File: src/rtl/seg_frame_decoder.sv
// seg_frame_decoder: reads back a multiplexed active-low seven-segment bus.
// Synchronizes seg/digit-select, waits for a stable run, decodes each digit
// into a 5-bit character code and publishes a full frame snapshot.
module seg_frame_decoder #(
  parameter int unsigned DIGITS     = 3,
  parameter int unsigned STABLE_CYC = 4
) (
  input  logic                  clk,
  input  logic                  rst,
  input  logic [0:6]            seg_in,
  input  logic [DIGITS-1:0]     dig_sel,
  output logic [5*DIGITS-1:0]   chars,
  output logic                  frame_valid,
  output logic [DIGITS-1:0]     unk,
  output logic                  err
);

  localparam int unsigned CW = (STABLE_CYC > 2) ? $clog2(STABLE_CYC) : 1;
  localparam logic [CW-1:0] CNT_MAX = CW'(STABLE_CYC - 1);
  localparam logic [CW-1:0] CNT_EV  = CW'(STABLE_CYC - 2);

  logic [0:6]          seg_s1, seg_s2, seg_prev;
  logic [DIGITS-1:0]   dig_s1, dig_s2, dig_prev;
  logic [CW-1:0]       cnt;

  logic [5*DIGITS-1:0] part_q;
  logic [DIGITS-1:0]   part_unk_q;
  logic [DIGITS-1:0]   flag_q;

  logic                same, ev, multi, onehot;
  logic [4:0]          code;
  logic [5*DIGITS-1:0] cap_part;
  logic [DIGITS-1:0]   cap_unk, cap_flag;

  function automatic logic [4:0] decode(input logic [0:6] s);
    case (s)
      7'b0000001: decode = 5'd0;
      7'b1001111: decode = 5'd1;
      7'b0010010: decode = 5'd2;
      7'b0000110: decode = 5'd3;
      7'b1001100: decode = 5'd4;
      7'b0100100: decode = 5'd5;
      7'b0100000: decode = 5'd6;
      7'b0001111: decode = 5'd7;
      7'b0000000: decode = 5'd8;
      7'b0000100: decode = 5'd9;
      7'b0001000: decode = 5'd10;
      7'b1100000: decode = 5'd11;
      7'b0110001: decode = 5'd12;
      7'b1000010: decode = 5'd13;
      7'b0110000: decode = 5'd14;
      7'b0111000: decode = 5'd15;
      7'b1001000: decode = 5'd16;
      7'b1110001: decode = 5'd17;
      7'b0011000: decode = 5'd18;
      7'b1000001: decode = 5'd19;
      7'b1111110: decode = 5'd20;
      7'b1111111: decode = 5'd21;
      default:    decode = 5'd31;
    endcase
  endfunction

  // Two-flop synchronizer, previous-sample register and stability counter
  always_ff @(posedge clk or posedge rst) begin
    if (rst) begin
      seg_s1   <= '1;
      seg_s2   <= '1;
      seg_prev <= '1;
      dig_s1   <= '0;
      dig_s2   <= '0;
      dig_prev <= '0;
      cnt      <= '0;
    end else begin
      seg_s1   <= seg_in;
      seg_s2   <= seg_s1;
      seg_prev <= seg_s2;
      dig_s1   <= dig_sel;
      dig_s2   <= dig_s1;
      dig_prev <= dig_s2;
      if (!same)
        cnt <= '0;
      else if (cnt != CNT_MAX)
        cnt <= cnt + 1'b1;
    end
  end

  // Stable-event detection and the would-be slot contents after a capture
  always_comb begin
    same     = (seg_s2 == seg_prev) && (dig_s2 == dig_prev);
    ev       = same && (cnt == CNT_EV);
    multi    = |(dig_s2 & (dig_s2 - DIGITS'(1)));
    onehot   = (dig_s2 != '0) && !multi;
    code     = decode(seg_s2);
    cap_part = part_q;
    cap_unk  = part_unk_q;
    cap_flag = flag_q | dig_s2;
    for (int unsigned k = 0; k < DIGITS; k++) begin
      if (dig_s2[k]) begin
        cap_part[5*k +: 5] = code;
        cap_unk[k]         = (code == 5'd31);
      end
    end
  end

  // Slot capture; the completing capture goes straight into the snapshot
  always_ff @(posedge clk or posedge rst) begin
    if (rst) begin
      part_q      <= '0;
      part_unk_q  <= '0;
      flag_q      <= '0;
      chars       <= '0;
      unk         <= '0;
      frame_valid <= 1'b0;
      err         <= 1'b0;
    end else begin
      frame_valid <= 1'b0;
      err         <= ev && multi;
      if (ev && onehot) begin
        part_q     <= cap_part;
        part_unk_q <= cap_unk;
        if (&cap_flag) begin
          chars       <= cap_part;
          unk         <= cap_unk;
          flag_q      <= '0;
          frame_valid <= 1'b1;
        end else begin
          flag_q <= cap_flag;
        end
      end
    end
  end

endmodule

File: config.mk
export PLATFORM = sky130hd
export DESIGN_NAME = seg_frame_decoder
export DESIGN_NICKNAME = d
export VERILOG_FILES = /design/src/rtl/seg_frame_decoder.sv
export SDC_FILE = /design/constraint.sdc
export NUM_CORES = 1
export LEC_CHECK = 0
export ABC_AREA = 1
export CAP_MARGIN = 20
export CELL_PAD_IN_SITES_DETAIL_PLACEMENT = 1
export CELL_PAD_IN_SITES_GLOBAL_PLACEMENT = 1
export CORE_MARGIN = 2
export CORE_UTILIZATION = 39
export CTS_CLUSTER_DIAMETER = 120
export DETAILED_ROUTE_END_ITERATION = 8
export GPL_ROUTABILITY_DRIVEN = 0
export GPL_TIMING_DRIVEN = 1
export HOLD_SLACK_MARGIN = 0.05
export PLACE_DENSITY = 0.7
export SYNTH_ARGS = -nofsm -noshare
export SYNTH_HDL_FRONTEND = slang
export SYNTH_SLANG_ARGS = --single-unit
File: constraint.sdc
create_clock -name clk -period 3.24 [get_ports clk]
set_input_delay 0.648 -clock clk [delete_from_list [all_inputs] [get_ports clk]]
set_output_delay 0.648 -clock clk [all_outputs]
set_load 0.005 [all_outputs]
==> impl_metrics.toml <==
[outcome]
status = "complete, no violations"

[run]
maxCapViolCount = 0

[critical_path]
critical_path_class = "reg -> reg"
worstPathRequired_ns = 3.48
crit_path_cell_trace = "xor2_1 -> nor2_1 -> nand3_2 -> nor2_4 -> nand3_4 -> nor2_8 -> inv_4 -> nand2_1 -> nand2_1"
slowest_stage = "dfrtp_1"
path_max_fanout = 26
crit_path_start_kind = "flop"
crit_path_frequent_cell = "nand2_1"
arrival_ns = 2.73
max_stage_delay_ns = 0.72
end_kind = "flop"

[route]
wire_per_inst_um = 14.64
first_iter_violations = 85
drc = 0
ant_nets = 0
vias_per_cell = 4.950
detailedRoute.firstPassIterationCount = 4
drt_wl_total_um = 7862
route.vias.total = 2658

[sta]
hold_violations = 0
fin_crit_ns = 2.487
rsz0062_at_grt = "false"
period_share_pct = 76.76
tns_ns = 0
finClkSkew_ns = 0.01319
clock.fmax_ghz = 0.4021
setup_ws_ns = 0.7529
maxSlewHeadroom_pct = 58.23
setup_viol = 0
tightest_slew_ns = 0.6265
slew_violations = 0

[placement]
placed_area_sq_mm = 0.003799
dp_slack_ns = 0.7194
io_buffers = 31
placed_cells = 521
place_hpwl_um = 5517

[logic_synthesis]
yosysTopAreaCell = "dfrtp_1"
synth.area.top_cells = "dfrtp_1, dfstp_2, nand2_1"
synth-seq-cells = 73
syn_area_sq_mm = 0.003403
synthArstFlopShare_pct = 100.0
seq_area_frac_synth_pct = 54.45
syn_nets = 406
syn_avg_cell_area_sq_um = 8.682
synth_cells = 392
ys_warn_count = 0
synth_cell_types = 29
yosysTopAreaCellShare_pct = 38.24
synth_edf_count = 0
synthFlopType = "dfrtp_1"

[layout]
multiInputGateArea_sq_mm = 0.001369
diodes = 0
stdcell_area_sq_mm = 0.003986
fin_nets = 438
fillers = 1021
synthToLayoutAreaGrowth_pct = 17.13
register_area_sq_mm = 0.001853
layout-drive-gt1-share_pct = 17.72
finalNonFillerCells = 537

[min_path]
hold_class = "reg -> reg"

[power_and_ir_drop]
ir_worst_vdd_uv = 243.7
power_density_mw_per_mm2 = 447.6
p_leak_uw = 0.001991

[clocking]
ctsResizeCount = 0
htreeDepth = 3
cts_setup_buffers = 0
clockRootBuffer = "clkbuf_8"
cts_tree = "yes"
cts.sinks = 73
clk_pin_slew_ns = 0.08
insertion_delay_ns = 0.37
holdBufCountCts = 0
numCtsBuffers = 9
cts_buffer_depth = 2

[grt]
grt_first_pass_wirelength_um = 13940
grt_overflow = 0
grt_use_met2_pct = 29.97
antenna_found_initial = 0
met3_usage_pct = 5.396
grt_max_degree = 74
grt_use_total_pct = 18.58
grt_pass1_vias = 2877
grt_busiest_layer = "met2"
grt.met1_usage_pct = 24.55

[floorplanning]
coreArea_sq_mm = 0.008593
io_pins = 32
initial_utilization_pct = 39.60
fp.dieW_um = 97.42
dieArea_sq_mm = 0.009490
rows = 34
dieHeight_um = 97.42
==> layout make-up <==
cell class	instances	share of cell area (%)
Clock buffer	11	3.296
Multi-Input combinational cell	279	34.34
Clock inverter	5	1.412
Timing Repair Buffer	32	8.286
Tap cell	108	3.390
Inverter	29	2.793
Sequential cell	73	46.48
==> sequential cells by signal, summed over array words and instances (netlist names) <==
name         flops
part_q          15
err              1
seg_s2           7
unk              3
seg_s1           7
dig_s2           3
flag_q           3
chars           15
seg_prev         7
frame_valid      1
cnt              2
dig_s1           3
part_unk_q       3
dig_prev         3
==> kinds of logic after synthesis <==
family          share of synthesized area (%)
flops                                   54.45
buf+inv                                 5.331
fa+ha+maj                              0.7352
compound gates                          2.243
xor+xnor                                2.316
simple gates                            34.93
==> cell usage in the layout (no fill, tap or decap), types with 2 or more instances in the layout <==
cell / netlist / routed
nor3_1: 4 / 4
clkbuf_1: 3 / 2
nand3_1: 62 / 62
nand3_4: 2 / 2
xnor2_1: 4 / 4
a21oi_2: 2 / 2
nand2_1: 113 / 113
nand3_2: 4 / 4
nand4_1: 3 / 3
ha_1: 2 / 2
a21oi_1: 2 / 2
clkdlybuf4s50_1: 0 / 31
inv_1: 25 / 24
nor2_2: 4 / 4
dfrtp_1: 52 / 52
clkbuf_8: 0 / 9
dfstp_2: 21 / 21
inv_2: 3 / 4
nor2_1: 41 / 41
xor2_1: 5 / 5
o21ai_0: 8 / 8
or2_2: 18 / 18
clkinv_2: 0 / 2
nor2_4: 2 / 2
==> synthesized netlist by cell type, types with 3 or more instances <==
| master | n |
|---|---|
| xor2_1 | 5 |
| nor2_1 | 41 |
| xnor2_1 | 4 |
| dfstp_2 | 21 |
| or2_2 | 18 |
| nand3_1 | 62 |
| dfrtp_1 | 52 |
| nand4_1 | 3 |
| buf_6 | 3 |
| nor3_1 | 4 |
| inv_2 | 3 |
| o21ai_0 | 8 |
| nand2_1 | 113 |
| inv_1 | 25 |
| nor2_2 | 4 |
| nand3_2 | 4 |
| clkbuf_1 | 3 |
==> metrics by stage <==
step	utilization, %	hold slack (ns)	power, uW
2_1_floorplan	-	0.3312	1064
3_3_place_gp	44.21	0.3333	1102
3_5_place_dp	44.21	0.3356	1108
4_1_cts	46.39	0.3536	1818
5_1_grt	46.39	0.3629	1878
6_report	46.39	0.3509	1784
==> power breakdown <==
| group | internal, uW | switching [uW] | total [uW] |
|---|---|---|---|
| Sequential | 941 | 24.6 | 965 |
| Combinational | 45.5 | 76.7 | 122 |
| Clock | 355 | 342 | 697 |
==> path summary, 6_finish.rpt <==
path                                to  cells after the start  startpoint  slack [ns]
max                          chars[11]                      9   dig_s2[2]        0.75
min                          dig_s2[2]                      0   dig_s1[2]        0.35
max reg2reg                  chars[11]                      9   dig_s2[2]        0.75
min reg2reg                  dig_s2[2]                      0   dig_s1[2]        0.35
max in group asynchronous  seg_prev[3]                      3         rst        2.22
min in group asynchronous    dig_s1[0]                      3         rst        0.69
==> layer usage <==
metal | wire, um | vias to the layer above
li1 | - | 1304
met1 | 3833 | 1303
met2 | 3655 | 37
met3 | 251 | 14
met4 | 121 | 0
met5 | 0 | -
==> worst max-delay path, delay by kind of cell, from the launching register on <==
family        cells  cell delay [ns]
flops             1             0.72
simple gates      7             1.31
xor+xnor          1             0.16
buf+inv           1             0.17
Power figures use the tool's default switching activity.
